## config.mk

```make
export PLATFORM = sky130hd
export DESIGN_NAME = comparator_sweep
export DESIGN_NICKNAME = d
export VERILOG_FILES = /design/src/rtl/comparator_sweep.sv
export SDC_FILE = /design/constraint.sdc
export NUM_CORES = 1
export LEC_CHECK = 0
export ABC_AREA = 1
export BUFFER_PORTS_ARGS = -buffer_cell sky130_fd_sc_hd__buf_2
export CAP_MARGIN = 5
export CORE_ASPECT_RATIO = 1.1
export CORE_MARGIN = 2
export CORE_UTILIZATION = 47
export CTS_CLUSTER_DIAMETER = 30
export DETAILED_ROUTE_END_ITERATION = 10
export PLACE_DENSITY = 0.75
export SLEW_MARGIN = 10
export SYNTH_ARGS = -nofsm -noshare
export SYNTH_HDL_FRONTEND = slang
export SYNTH_SLANG_ARGS = --single-unit
export TNS_END_PERCENT = 5
```

## constraint.sdc

```tcl
create_clock -name clk -period 2.8 [get_ports clk]
set_clock_uncertainty 0.05 [all_clocks]
set_input_delay 0.28 -clock clk [delete_from_list [all_inputs] [get_ports clk]]
set_output_delay 0.28 -clock clk [all_outputs]
set_load 0.02 [all_outputs]
```

## src/rtl/comparator_sweep.sv

```systemverilog
// Drives an arithmetic sweep of operand pairs into an external comparator and
// tallies the flags it returns, counting any pair whose flags are not one-hot correct.
module comparator_sweep #(
  parameter int WIDTH = 4,
  parameter int CNT_W = 6
) (
  input  logic             clk,
  input  logic             rst_n,
  input  logic             start,
  input  logic [CNT_W-1:0] num_pairs,
  input  logic [WIDTH-1:0] a_step,
  input  logic [WIDTH-1:0] b_step,
  output logic [WIDTH-1:0] a,
  output logic [WIDTH-1:0] b,
  input  logic             aeqb,
  input  logic             agtb,
  input  logic             altb,
  output logic             busy,
  output logic             done,
  output logic [CNT_W-1:0] eq_cnt,
  output logic [CNT_W-1:0] gt_cnt,
  output logic [CNT_W-1:0] lt_cnt,
  output logic [CNT_W-1:0] err_cnt
);

  localparam logic [1:0] IDLE = 2'd0;
  localparam logic [1:0] RUN  = 2'd1;
  localparam logic [1:0] DONE = 2'd2;

  logic [1:0]       state;
  logic [CNT_W-1:0] num_q;
  logic [CNT_W-1:0] idx;
  logic [WIDTH-1:0] a_step_q;
  logic [WIDTH-1:0] b_step_q;
  logic [2:0]       expected;
  logic [2:0]       observed;
  logic             mismatch;

  // Reference result for the pair currently on a/b, ordered {eq, gt, lt}.
  always_comb begin
    expected = {a == b, a > b, a < b};
    observed = {aeqb, agtb, altb};
    mismatch = (observed != expected);
  end

  assign busy = (state == RUN);
  assign done = (state == DONE);

  always_ff @(posedge clk or negedge rst_n) begin
    if (!rst_n) begin
      state    <= IDLE;
      num_q    <= '0;
      idx      <= '0;
      a_step_q <= '0;
      b_step_q <= '0;
      a        <= '0;
      b        <= '0;
      eq_cnt   <= '0;
      gt_cnt   <= '0;
      lt_cnt   <= '0;
      err_cnt  <= '0;
    end else begin
      case (state)
        IDLE: begin
          if (start) begin
            num_q    <= num_pairs;
            a_step_q <= a_step;
            b_step_q <= b_step;
            a        <= '0;
            b        <= '0;
            idx      <= '0;
            eq_cnt   <= '0;
            gt_cnt   <= '0;
            lt_cnt   <= '0;
            err_cnt  <= '0;
            state    <= (num_pairs == '0) ? DONE : RUN;
          end
        end
        RUN: begin
          // A pair with several flags raised bumps every matching category.
          eq_cnt  <= eq_cnt + CNT_W'(aeqb);
          gt_cnt  <= gt_cnt + CNT_W'(agtb);
          lt_cnt  <= lt_cnt + CNT_W'(altb);
          err_cnt <= err_cnt + CNT_W'(mismatch);
          a       <= a + a_step_q;
          b       <= b + b_step_q;
          idx     <= idx + 1'b1;
          if (idx == num_q - 1'b1) begin
            state <= DONE;
          end
        end
        DONE: begin
          state <= IDLE;
        end
        default: begin
          state <= IDLE;
        end
      endcase
    end
  end

endmodule

```

; Yosys cells after proc, flatten, opt, wreduce, memory -nomap -nowiden
; Cells that the tools add are included.
[totals]
reg_bits = 54
inputBits = 20
elab_cells = 47
[classes]
n_reduce_logical = 6
magnitude_cmp = 2
muxes = 13
addsub = 8
n_eq_ne = 7
[ops]
columns = op, count
row1 = 6-bit one-hot mux with 2 select lines, 5
row2 = 6-bit by 1-bit adder with 6-bit output, 4
row3 = 4-bit one-hot mux with 2 select lines, 2
row4 = 4-bit adder, 2
row5 = 6-bit by 1-bit adder with 6-bit output (second input constant), 1
row6 = 6-bit == test, 1
row7 = 6-bit zero test, 1
row8 = 2-bit 2-to-1 mux, 3
row9 = 6-bit 2-to-1 mux, 1
row10 = 2-bit AND reduction, 3
row11 = 6-bit by 1-bit subtractor with 6-bit output (second input constant), 1
row12 = 4-bit == test, 1
row13 = 4-bit greater-than comparator, 1
row14 = 4-bit less-than comparator, 1
row15 = 4-bit 2-to-1 mux, 1
row16 = 2-bit one-hot mux with 2 select lines, 1
row17 = 3-bit != test, 1
row18 = 2-bit by 1-bit == test with 1-bit output (second input constant), 1
row19 = 2-bit == test (second input constant), 1
row20 = 2-bit zero test, 1
row21 = 2-bit by 1-bit != test with 1-bit output (second input constant), 1
row22 = 2-bit != test (second input constant), 1
row23 = 2-bit nonzero test, 1

; Longest topological paths before layout
; Gate-level depths: netlist (run 1).
[depth]
depth_word = 4
ltp_mapped = 16
mapped_depth_nobuf = 16

; Worst setup path before layout (run 1)
; Ideal clock, no wire load.
[synth_path]
kind = reg-to-reg
start = reg b[1]
end = reg err_cnt[4]
setup_time_ns = 0.080
stages_incl_launch_ff = 16
arrival_ns = 2.181
path_buffers = 0
setup_slack_ns = 0.489
path_cell_list = dfrtp_1 inv_1 ha_1 inv_1 nor2_1 o21ai_0 nand2_1 nand2_1 xor2_1 nand3_1 ha_1 ha_1 nand2_1 inv_1 nand3_2 mux2i_1
[synth_between]
elab_chain_len = 4
[synth_rtl]
columns = item, line
row1 = "start, declared", 14  ; output logic [WIDTH-1:0] b,
row2 = "start signal, assigned", 86  ; b <= b + b_step_q;
row3 = "4-bit less-than comparator, or another cell as far along", 41  ; expected = {a == b, a > b, a < b};
row4 = 3-bit != test *, 43  ; mismatch = (observed != expected);
row5 = 6-bit by 1-bit adder with 6-bit output *, 84  ; err_cnt <= err_cnt + CNT_W'(mismatch);
row6 = 6-bit one-hot mux with 2 select lines *, 63  ; case (state)
row7 = "end signal, assigned", 84
row8 = "end, declared", 23  ; output logic [CNT_W-1:0] err_cnt
; Every way passes the cells marked *; elsewhere a longest branch is shown, timed or not.
; A chain may end at the register's enable or synchronous reset.

; Worst setup path after layout (run 1)
[layout_path]
start = reg b[1]
end = reg err_cnt[2]
; Same word-level chain as after synthesis.

==> metrics.txt, run 1 <==
status=finished, final reports clean; Die Wd=81.1 um; antenna viol nets, final=0; Relative slew margins=53.6%; wirelength, routed=6290 um; Clock Pin Slew Worst Setup and Hold Paths=0.09 ns; count of cell types in the netlist=36; Max IR drop VDD=0.423 mV; Worst setup SP type=register; num ports=54; H-tree depth=2; area of the multi-input gates=0.00145 mm2; Hold Fails Final Rpt=0; CTS tree=built; Pre-Repair DR Iteration Count=4; Tmin final=2.31 ns; Gates resized, CTS repair=0; DR vias/cell=5.03; Overflow after GRT=0; number of synthesis warnings=0; pre-CTS WS=0.497 ns; GP Congestion=0.826; # Max-Cap Violations=0; Total GRT Usage=20.2%; Leakage Power=1.87 nW; final core utilization=55.7%; R2R cell count=14; DR vias=2,409; Site Rows=30; first-pass GRT wire length=11,100 um; Worst-Margin Slew=0.696 ns; RR Startpoint=b[1]; crit-path max cell delay=0.42 ns; vias in the first global route=2,447; Mapped Avg Cell Area=8.91 um2; initial antenna violation count=0; DIE AREA=0.00720 mm2; detailed placement HPWL=4480 um; Clock Latency Late Sink=0.31 ns; final slew viol count=0; FF-to-FF End=err_cnt[2]; Critical Path AT=2.48 ns; proportion of layout cells with a drive suffix above 1=21.6%; final setup vio count=0; root buf cell=clkbuf_8; CP Class=reg -> reg; Synthesized Nets=387; Period Utilization, post-route=82.6%; Starting DRT DRC Count=135; clk sink count=54; hold buffers post-CTS=0; drt wl/cell=13.1 um; hold crit path type=in -> async; # Post-CTS Setup Buffers=0; Worst EP required=2.97 ns; FILL cells=595; Slowest-stage cell, CP=dfrtp_1; Setup crit end kind=register; FF/Latch Area=0.00135 mm2; CP max FO=4; largest net degree at the start of global routing=55; fmax=0.433 GHz; RSZ-0062 raised after global routing=no; Synth Instances=345; post-synthesis sequential area ratio=44.0%; residual DRC count=0; number of I/O port buffers=53; Core Area=0.00623 mm2; CP cell instances=inv_1 > ha_1 > inv_1 > nor2_1 > o21ai_0 > nand2_1 > nand2_1 > xor2_1 > nand3_1 > ha_1 > ha_1 > nand2_1 > inv_1 > o31ai_1; Longest Clk Path Bufs=2; final net count=440; TritonCTS buffer count=5; Post-Syn Area=0.00307 mm2; reg-to-reg slack, setup=0.49 ns; Final TNS setup=0 ns; ANT cells=0; area grow syn2layout=12.9%; Seq cells post-synth=54; initial core utilization=49.3%; DIE HEIGHT=88.8 um; slack of the critical path=0.488 ns; PwrDens=670 mW/mm2
[worst max-delay path, delay by kind of cell, from the launching register on]
kind | cells | cell delay [ns]
buffers and inverters | 3 | 0.20
AOI/OAI and AO/OA | 2 | 0.36
DFF | 1 | 0.42
adders and majority gates | 3 | 0.68
and+or+nand+nor | 5 | 0.35
xor gates and xnor gates | 1 | 0.15
[final cells by class]
| class | instances | share of cell area, % |
|---|---|---|
| Multi-Input combinational cell | 231 | 41.6 |
| Sequential cell | 54 | 38.9 |
| Timing Repair Buffer | 54 | 7.86 |
| Inverter | 52 | 6.06 |
| Tap cell | 80 | 2.88 |
| Clock buffer | 7 | 2.49 |
| Clock inverter | 1 | 0.144 |
[cell families (layout without fill, tap and decap cells)]
family / Yosys count / in the layout / share of synthesized area (%)
multiplexers: 3 / 3 / 0.977
flip-flops: 54 / 54 / 44.0
AO/OA/AOI/OAI: 59 / 59 / 13.1
adder cells (fa/ha/maj): 22 / 22 / 9.44
AND/OR/NAND/NOR: 135 / 135 / 20.1
buffers and inverters: 60 / 114 / 9.04
XOR/XNOR: 12 / 12 / 3.42
[registers in the layout, summed over array words and instances, names as in the netlist]
signal and flops:
gt_cnt 6, err_cnt 6, b_step_q 4, idx 6, lt_cnt 6, b 4, num_q 6, a_step_q 4
a 4, state 2, eq_cnt 6
[metrics by stage]
stage	hold WS [ns]	power, mW	instance area, um2	cells
floorplan	-0.0656	1.59	3070	345
global placement	0.401	1.86	3380	471
detailed placement	0.411	1.89	3380	471
CTS	0.0658	2.35	3470	479
global route	0.101	2.49	3470	479
finish	0.0350	2.32	3470	479
[cells in the final DEF (no fill, tap or decap), types with 3 or more instances in the layout]
cell / n
xnor2_1: 3
nand3_2: 3
nand3_1: 17
buf_2: 53
a21oi_1: 10
o21ai_2: 6
a22o_1: 8
dfrtp_1: 54
nand2_1: 88
ha_1: 20
nor2_1: 16
o22ai_2: 3
nand4_1: 5
clkbuf_8: 6
inv_1: 47
xor2_1: 9
o21ai_0: 23
o31ai_1: 3
mux2i_1: 3
[layer usage]
metal	vias up	global-route usage, %	share of wire [%]
li1	1229	-	-
met1	1125	23.5	45
met2	49	37.1	49
met3	6	4.29	5.0
met4	0	5.86	1.3
met5	-	0	0
[where the power goes]
part	switching [mW]	total [mW]	internal (mW)	leakage (nW)
registers	0.192	1.13	0.940	0.614
clock network	0.256	0.456	0.200	0.0482
logic	0.470	0.736	0.267	1.21
total	0.917	2.32	1.41	1.87
[cell usage after synthesis]
cell,instances,area share [%]
o22ai_2,3,1.2
nand2_4,1,0.37
inv_1,47,5.7
inv_2,2,0.24
dfrtp_1,54,44
buf_4,2,0.49
nand3_1,17,2.8
mux2i_1,3,0.98
inv_6,1,0.28
nor2_1,16,2.0
xor2_1,9,2.6
fa_1,2,1.3
nand4_1,5,1.0
inv_4,1,0.20
o21ai_1,2,0.33
inv_8,1,0.37
o32ai_2,1,0.53
a32o_1,1,0.33
buf_2,3,0.49
o31ai_1,3,0.73
a22o_1,8,2.3
ha_1,20,8.1
nand2_2,1,0.20
o21ai_0,23,3.7
nor2_8,1,0.65
nand3_2,3,0.98
nand2_1,88,11
nor3_1,1,0.16
xnor2_1,3,0.85
a21oi_2,2,0.57
nand4_4,1,0.69
o21ai_2,6,1.7
buf_8,1,0.49
buf_6,2,0.73
a21oi_1,10,1.6
nand3_4,1,0.57
[how the worst max path moves through the flow]
stage	startpoint	to	slack [ns]
after floorplan	b[1]	err_cnt[4]	0.49
after global placement	b[1]	err_cnt[4]	0.60
after detailed placement	b[1]	err_cnt[2]	0.50
after CTS	b[1]	err_cnt[2]	0.46
after global routing	b[1]	err_cnt[2]	0.23
final	b[1]	err_cnt[2]	0.49
Power figures use the tool's default switching activity.
==> inputs of run 2 (changes only) <==
Clock period 2.8 ns to 2.2 ns, I/O delays scaled along.
==> run 2 against run 1 <==
  * Sequential power rose by 28%
  * Total power increased by 33%
  * Setup slack worse by 0.45 ns
  * Maximum frequency is 7.0% higher
  * Sequential cell count is the same
  * Non-clock buffer count rose by 11
  * Critical path depth grew 1
  * Core utilization is 2.9 points higher
  * Global-route usage did not move
  * Die area unchanged
==> metrics.txt, run 2 (synthesized netlist as in run 1, its figures left out) <==
final setup vio count=0 (unchanged); part of the power in combinational logic=31.5% (-0.2 points); Switch Pwr=1.19 mW (+30%); num ports=54 (unchanged); drt wl/cell=13.5 um (+2.9%); initial core utilization=49.3% (unchanged); detailed placement HPWL=4650 um (+3.8%); Core Area=0.00623 mm2 (unchanged); Worst EP required=2.36 ns (-0.61 ns); initial antenna violation count=0 (unchanged); FILL cells=553 (-7.1%); cell count after placement=475 (+0.85%); Worst setup SP type=register; Slowest-stage cell, CP=dfrtp_2; Critical Path AT=2.33 ns (-0.15 ns); Starting DRT DRC Count=117 (-13%); sw frac=38.5% (-0.93 points); Leakage Power=1.92 nW (+2.6%); Die Wd=81.1 um (unchanged); final std cells w/o fill=490 (+2.3%); Longest Clk Path Bufs=2 (unchanged); Hold Fails Final Rpt=0 (unchanged); placed inst area=0.00343 mm2 (+1.4%); Pre-Repair DR Iteration Count=4 (unchanged); TritonCTS buffer count=5 (unchanged); Max IR drop VDD=0.551 mV (+30%); Tmin final=2.16 ns (-0.150 ns); Setup crit end kind=register; Period Utilization, post-route=98.3% (+16 points); CP Class=reg -> reg; # Max-Cap Violations=0 (unchanged); crit-path max cell delay=0.43 ns (about the same); Relative slew margins=54.9% (+1.3 points); area grow syn2layout=18.7%; antenna viol nets, final=0 (unchanged); CP cell instances=ha_4 > inv_1 > nor2_1 > o21ai_1 > nand2_1 > buf_4 > xor2_1 > nand3_1 > ha_2 > nand3_1 > inv_1 > nand4_1 > o21ai_0 > o21ai_1 > inv_1; wirelength, routed=6620 um (+5.3%); DIE AREA=0.00720 mm2 (unchanged); design area=0.00365 mm2 (+5.2%); DIE HEIGHT=88.8 um (unchanged); final slew viol count=0 (unchanged); root buf cell=clkbuf_8; PwrDens=849 mW/mm2 (+27%); ANT cells=0 (unchanged); number of I/O port buffers=53 (unchanged); Clock Pin Slew Worst Setup and Hold Paths=0.09 ns (about the same); DR vias/cell=5.14 (+2.2%); commonest non-fill, non-tap cell in the layout=nand2_1; Seq pwr share=46.9% (-1.8 points); RSZ-0062 raised after global routing=yes; Total GRT Usage=20.2% (unchanged); Buf+Inv Stages, Crit Path=4 (+1); clock share of power=21.6% (+2.0 points); H-tree depth=2 (unchanged); Pint=1.90 mW (+35%); Worst path top cell family by delay=simple AND/OR/NAND/NOR gates; reg-to-reg slack, setup=0.04 ns (-0.45 ns); CTS tree=built; vias in the first global route=2,421 (-1.1%); Site Rows=30 (unchanged); commonest non-fill, non-tap cells in the layout=nand2_1, buf_2, dfrtp_1; CP max FO=2 (-2); largest net degree at the start of global routing=29 (-47%); first-pass GRT wire length=11,100 um (-0.13%); residual DRC count=0 (unchanged); fmax=0.463 GHz (+7.0%); proportion of layout cells with a drive suffix above 1=27.1% (+5.5 points); Worst-Margin Slew=0.676 ns (-0.0201 ns); GP Congestion=0.790 (-4.4%); hold crit path type=in -> reg; final net count=451 (+2.5%); CP most frequent cell=inv_1; status=finished, final reports clean; Overflow after GRT=0 (unchanged); clk sink count=54 (unchanged); Clock Latency Late Sink=0.31 ns (about the same); DR vias=2,519 (+4.6%)
## run 2: changes by cell type in the layout (fill, tap and decap cells not counted), moves of 3 or more
cell,before,now
inv_2,2,7
ha_1,20,15
dfrtp_2,0,3
buf_4,1,10
dfrtp_1,54,51
ha_4,0,4
inv_1,47,42
## run 2: cell type report
type	instances	area, um2	area share, %
well taps	80	100	2.74
clock inverters	1	30.0	0.823
repair buffers	65	370	10.1
clock buffers	7	76.3	2.09
flip-flops and latches	54	1360	37.1
multi-input cells	231	1510	41.3
inverters	52	210	5.76
## run 2: layer usage
metal	track usage, %	share of wire, %
met1	24.3	44
met5	0	0
met3	2.86	4.9
met2	36.4	50
met4	7.70	1.3
## run 2: per-stage QoR
step / hold WS (ns) / utilization [%] / TNS (ns) / worst slack [ns] / power, mW
floorplan: -0.126 / - / 0 / 0.00322 / 2.03
global placement: 0.236 / 55.0 / 0 / 0.0554 / 2.37
detailed placement: 0.242 / 55.0 / -0.0948 / -0.0592 / 2.41
CTS: 0.0368 / 57.5 / 0 / 0.00626 / 3.09
global route: 0.0303 / 58.6 / -0.240 / -0.0882 / 3.30
finish: 0.0452 / 58.6 / 0 / 0.0384 / 3.10
## run 2: worst reg2reg max path, stage by stage, from the launching register on
cell and delay [ns]:
dfrtp_2 0.43, ha_4 0.27, inv_1 0.04, nor2_1 0.12, o21ai_1 0.07, nand2_1 0.08, buf_4 0.11, xor2_1 0.14
nand3_1 0.09, ha_2 0.20, nand3_1 0.11, inv_1 0.06, nand4_1 0.09, o21ai_0 0.09, o21ai_1 0.08, inv_1 0.05
## run 2: final timing paths
| path | from | to | cells past startpoint |
|---|---|---|---|
| max | a[1] | err_cnt[5] | 15 |
| min | a_step[0] | a_step_q[0] | 3 |
| max reg2reg | a[1] | err_cnt[5] | 15 |
| min reg2reg | b_step_q[0] | b_step_q[0] | 2 |
| max in group asynchronous | rst_n | b[3] | 3 |
| min in group asynchronous | rst_n | lt_cnt[0] | 2 |
## run 2: power by group through the flow
stage	combinational (mW)	clock [mW]	sequential (mW)
3_5_place_dp	0.949	0	1.46
4_1_cts	0.959	0.687	1.44
2_1_floorplan	0.340	0	1.69
5_1_grt	1.09	0.732	1.48
3_3_place_gp	0.920	0	1.45
6_report	0.976	0.668	1.45
## run 2: what timing repair did
item / 4_1_cts / 5_1_grt
buffers inserted: 2 / 4
setup endpoints to repair: 4 / 5
endpoints found under the hold margin: 27 / 0
hold buffers: 1 / 0
pin swaps: 5 / 7
gates resized for setup: 4 / 11
